### src/rtl/ahb_slave_decode_mux.sv
// AHB address decoder, data-phase response mux and default ERROR slave.
// Optional feature macro AHB_DECODE_ERRCNT_EN adds a saturating error counter (err_count/err_clr).
module ahb_slave_decode_mux #(
   parameter int unsigned NSLV   = 3,
   parameter int unsigned ADDR_W = 8,
   parameter int unsigned SEL_W  = 2,
   parameter int unsigned DATA_W = 8
) (
   input  logic                   hclk,
   input  logic                   hreset,
   input  logic [ADDR_W-1:0]      haddr,
   input  logic [1:0]             htrans,
   output logic [NSLV-1:0]        hsel,
   input  logic [NSLV-1:0]        hreadyout_s,
   input  logic [2*NSLV-1:0]      hresp_s,
   input  logic [DATA_W*NSLV-1:0] hrdata_s,
`ifdef AHB_DECODE_ERRCNT_EN
   input  logic                   err_clr,
   output logic [7:0]             err_count,
`endif
   output logic                   hready,
   output logic [1:0]             hresp,
   output logic [DATA_W-1:0]      hrdata
);

   localparam logic [1:0] DS_OK   = 2'd0;
   localparam logic [1:0] DS_ERR1 = 2'd1;
   localparam logic [1:0] DS_ERR2 = 2'd2;

   logic [SEL_W-1:0] idx;
   logic             unmapped;
   logic             err_start;
   logic [SEL_W-1:0] dsel_q;
   logic             dact_q;
   logic [1:0]       ds_q, ds_d;
   logic             ds_hready;
   logic [1:0]       ds_hresp;
   logic             unused_in;

   assign idx       = haddr[ADDR_W-1 -: SEL_W];
   assign unmapped  = int'(idx) >= NSLV;
   assign unused_in = ^{haddr[ADDR_W-SEL_W-1:0], htrans[0]};

   // Address-phase decode; htrans qualification is left to the slaves.
   always_comb begin
      hsel = '0;
      for (int k = 0; k < NSLV; k++) begin
         if (idx == SEL_W'(k)) hsel[k] = 1'b1;
      end
   end

   always_ff @(posedge hclk or negedge hreset) begin
      if (!hreset) begin
         dsel_q <= '1;
         dact_q <= 1'b0;
      end else if (hready) begin
         dsel_q <= idx;
         dact_q <= htrans[1];
      end
   end

   // Only an active transfer to an unmapped address starts the ERROR response.
   assign err_start = hready && unmapped && htrans[1];

   always_comb begin
      ds_d = ds_q;
      case (ds_q)
         DS_OK:   if (err_start) ds_d = DS_ERR1;
         DS_ERR1: ds_d = DS_ERR2;
         DS_ERR2: ds_d = err_start ? DS_ERR1 : DS_OK;
         default: ds_d = DS_OK;
      endcase
   end

   always_ff @(posedge hclk or negedge hreset) begin
      if (!hreset) ds_q <= DS_OK;
      else         ds_q <= ds_d;
   end

   // dact is always set while the FSM is in an error state; gating keeps IDLE/BUSY at OKAY.
   assign ds_hready = !((ds_q == DS_ERR1) && dact_q);
   assign ds_hresp  = {1'b0, (ds_q != DS_OK) && dact_q};

   always_comb begin
      hready = ds_hready;
      hresp  = ds_hresp;
      hrdata = '0;
      for (int k = 0; k < NSLV; k++) begin
         if (dsel_q == SEL_W'(k)) begin
            hready = hreadyout_s[k];
            hresp  = hresp_s[2*k +: 2];
            hrdata = hrdata_s[DATA_W*k +: DATA_W];
         end
      end
   end

`ifdef AHB_DECODE_ERRCNT_EN
   logic [7:0] err_count_q;

   always_ff @(posedge hclk or negedge hreset) begin
      if (!hreset) begin
         err_count_q <= 8'd0;
      end else if (err_clr) begin
         err_count_q <= 8'd0;
      end else if (err_start && (err_count_q != 8'hFF)) begin
         err_count_q <= err_count_q + 8'd1;
      end
   end

   assign err_count = err_count_q;
`endif

endmodule

### config.mk
export PLATFORM = sky130hd
export DESIGN_NAME = ahb_slave_decode_mux
export DESIGN_NICKNAME = d
export VERILOG_FILES = /design/src/rtl/ahb_slave_decode_mux.sv
export SDC_FILE = /design/constraint.sdc
export NUM_CORES = 1
export LEC_CHECK = 0
export ABC_AREA = 1
export BUFFER_PORTS_ARGS = -buffer_cell sky130_fd_sc_hd__buf_2
export CAP_MARGIN = 20
export CORE_MARGIN = 2
export CORE_UTILIZATION = 32
export DETAILED_ROUTE_END_ITERATION = 10
export PLACE_DENSITY = 0.79
export SLEW_MARGIN = 20
export SYNTH_ARGS = -nofsm -noshare
export SYNTH_HDL_FRONTEND = slang
export SYNTH_SLANG_ARGS = --single-unit
### constraint.sdc
create_clock -name hclk -period 2 [get_ports hclk]
set_input_delay 0.6 -clock hclk [delete_from_list [all_inputs] [get_ports hclk]]
set_output_delay 0.6 -clock hclk [all_outputs]
set_load 0.05 [all_outputs]
; ---- Word level (Yosys, flattened, before mapping)
; Index checks and enable logic that the tools add are counted.
[word_totals]
reg_bits = 5
latchBits = 0
out_inout_bits = 14
word_cells = 35
in_bits = 45
rom_bits = 0
mem_count = 0
ram_bits = 0
[op_classes]
add_sub_neg = 0
eq_ne = 7
bitwise_logic = 0
n_mux = 15
shift = 0
n_div = 0
n_mul = 0
order_cmp = 1
reduce_logical = 9
[op_table]
columns = cell, count
row1 = $mux 8, 3
row2 = $mux 2, 4
row3 = $mux 1, 7
row4 = $eq 2x1->1 const B, 3
row5 = $eq 2x2->1 const B, 3
row6 = $logic_not 2->1, 3
row7 = $pmux 2 s3, 1
row8 = $logic_and 1x1->1, 4
row9 = $ge 2x2->1 const B, 1
row10 = $ne 2x2->1 const B, 1
row11 = $reduce_bool 2->1, 1
row12 = $logic_not 1->1, 1

; ---- Logic depth before layout (Yosys ltp)
[depth]
depth_word = 10
depth_mapped = 8
mapped_depth_nobuf = 8

; ---- Worst setup path before layout
; No wires, ideal clock.
[synth_timing]
kind = reg-to-output
from = reg dsel_q[0]
to = out hresp[0]
required_ns = 1.400
arrival_time_ns = 1.387
path_buffers = 0
path_slack_ns = 0.013
stages_incl_launch_ff = 7
path_cell_list = dfstp_2 -> inv_1 -> nor2_2 -> nand2_1 -> nand3_1 -> o21ai_1 -> inv_1
[synth_between]
elab_chain_len = 4
elab_cells_between_ends = 6
classes_between = 2 x eq/ne / 3 x mux / 1 x reduce/logical
[synth_rtl]
columns = item, line_no
row1 = from (decl), 33  ; logic [SEL_W-1:0] dsel_q;
row2 = from (signal assigned), 57  ; dsel_q <= idx;
row3 = $logic_not 2->1, 89  ; if (dsel_q == SEL_W'(k)) begin
row4 = $mux 2 (2 in series), 89
row5 = $mux 2 (*), 89
row6 = to (decl), 22  ; output logic [1:0] hresp,
; Every way passes the cells marked *; elsewhere a longest branch is shown, timed or not.

; ---- Worst setup path in the final report
[layout_timing]
from = reg dsel_q[1]
to = out hrdata[0]
[layout_between]
elab_chain_len = 4
elab_cells_between_ends = 6
classes_between = 2 x eq/ne / 3 x mux / 1 x reduce/logical
[layout_rtl]
columns = item, line_no
row1 = $logic_not 2->1, 89
row2 = $mux 8 (2 in series), 89
row3 = $mux 8 (*), 89
row4 = to (decl), 23  ; output logic [DATA_W-1:0] hrdata
; Marked as above.

==> results.cfg <==
[cells_and_area]
fin_util = 0.702
area_growth_pct = 110
fin_nets = 192
layout.cells.non_filler = 162
final_cell_mix = buf_2, nand2_1, buf_6
antenna_cells = 0
n_fill_cell = 114
final_common_cell = buf_2
drive_above_1_share = 0.637

[setup_path]
cp_max_fo = 6
path_delay_family = flip-flops
path_buf_inv = 2
cp-end-kind = primary output
slowest_delay_ps = 650
start_kind = flip-flop
crit_required_ps = 1400
path_class = reg2out
worstPathArrival_ps = 1460
cp_cell_sequence = nand2_4, clkinv_2, nand2_1, nand3_1, buf_6
slowest_stage = dfstp_2

[hold_path]
min_path_type = in2async

[timing]
fmax_mhz = 486
hold_violations = 0
maxSlewViolCount = 0
fin_crit_sh = 1.03
tightest_slew_ps = 250
skew_ps = 3.05
fin_ws_ps = -57.1
relSlewSlack = 0.835
rsz0062_at_grt = yes
setup_violations = 8
min_period_ps = 2060
tns_ps = -211

[route]
viasPerCell = 4.93
ant_nets = 0
drtIter0Drc = 14
drc = 0
wl_um = 1940
drt-pass1-iter-count = 7
wire_per_inst_um = 12.0
vias = 798

[synth]
synth_cell_types = 16
synth-simple-area-share = 0.581
synth_fa_ha_area_frac = 0
synthCells = 84
synth-seq-cells = 5
synth_top_family_by_area = simple AND/OR/NAND/NOR gates
syn_area_per_cell_um2 = 5.87
syn_area_um2 = 493
yosys.area_share.xor_xnor = 0
synthesis.nets = 129
synth_compound_area_frac = 0.0660
synthMuxAreaShare = 0
yosysSeqAreaShare = 0.259
yosysWarnings = 0

[floorplanning]
fp.dieArea_mm2 = 0.00187
io_pins = 59
rows = 14
start_util = 0.335
dieWidth_um = 43.3
die_y_um = 43.3
core_region_area_mm2 = 0.00147

[grt]
grt.overflow.total = 0
grt_pass1_vias = 726
antenna_found_initial = 0
grt_max_degree = 8
grt_usage = 0.206
grt_pass1_wl_um = 2900

[power]
power.density_mw_per_mm2 = 2030
total_power_mw = 2.10
p_leak_nw = 0.601
ir_drop_v = 0.000978

[clock_network]
cts-htree-levels = 1
cts_buffer_depth = 2
hold_buffers = 0
clk_pin_slew_ps = 40
root_buffer = clkbuf_4
cts.sinks = 5
cts_tree = done
clock_latency_ps = 240
cts_buffers = 3

[outcome]
violations = setup timing
status = finished, violations left

[placement]
dp_hpwl_um = 1260
portBuffers = 51
gp_congestion = 0.721
placed_cells = 154
dp_slack_ps = 112

[flow_run]
drv_cap = 0
## per-layer routing
layer	vias up	part of all wire	GRT usage
met5	-	0	0
met2	53	0.51	0.400
met3	6	0.12	0.0340
met4	0	0.014	0.109
li1	388	-	-
met1	351	0.36	0.200
## what timing repair did
item / 4_1_cts / 5_1_grt
resized for setup: 42 / 10
setup buffers: 2 / 0
pin swaps: 9 / 3
cloned: 2 / 0
endpoints found under the setup margin: 11 / 11
## synth_stat cells
cell | number | area [µm²]
dfstp_2 | 2 | 52.6
nor2_1 | 4 | 15.0
nor2_2 | 2 | 12.5
nand2_2 | 3 | 18.8
o211ai_1 | 1 | 7.51
inv_2 | 2 | 7.51
o21ai_0 | 2 | 10.0
nor2_4 | 1 | 11.3
nand3_2 | 1 | 10.0
clkinv_2 | 1 | 5.00
nand3_1 | 13 | 65.1
nand2_1 | 35 | 131
o21ai_1 | 3 | 15.0
dfrtp_1 | 3 | 75.1
nand2_4 | 2 | 22.5
inv_1 | 9 | 33.8
## power by group
part,internal [mW],switching (mW)
Clock,0.0753,0.0396
Sequential,0.156,0.0544
Combinational,0.673,1.10
Total,0.904,1.20
## cells by family after synthesis
group / after synthesis
AOI/OAI and AO/OA: 6
buffers and inverters: 12
DFF: 5
and+or+nand+nor: 61
## cell type report
| type | count | area, µm² | share of cell area |
|---|---|---|---|
| clock buffer | 4 | 26.3 | 0.0254 |
| inverter | 12 | 50.0 | 0.0484 |
| multi-input combinational | 67 | 408 | 0.395 |
| sequential | 5 | 128 | 0.123 |
| tap | 16 | 20.0 | 0.0194 |
| timing repair buffer | 57 | 397 | 0.384 |
| timing repair inverter | 1 | 5.00 | 0.00484 |
## worst paths after layout
check	from	endpoint	slack (ps)	depth (start not counted)
setup / recovery	dsel_q[1]	hrdata[0]	-60	5
hold / removal	hreset	dact_q	160	1
setup reg to reg	dsel_q[1]	ds_q[0]	630	9
hold reg to reg	ds_q[1]	ds_q[1]	440	1
max in group asynchronous	hreset	dsel_q[1]	1630	1
min in group hclk	ds_q[1]	ds_q[1]	440	1
## flip-flops by register name, summed over array words and instances, names as in the netlist
name	count
dsel_q	2
ds_q	2
dact_q	1
## metrics by stage
| stage | area, µm² | hold WS [ps] |
|---|---|---|
| 2_1_floorplan | 493 | 304 |
| 3_3_place_gp | 791 | 415 |
| 3_5_place_dp | 791 | 421 |
| 4_1_cts | 990 | 158 |
| 5_1_grt | 1030 | 157 |
| 6_report | 1030 | 164 |
Note: power is estimated with default switching activity, not from simulation.
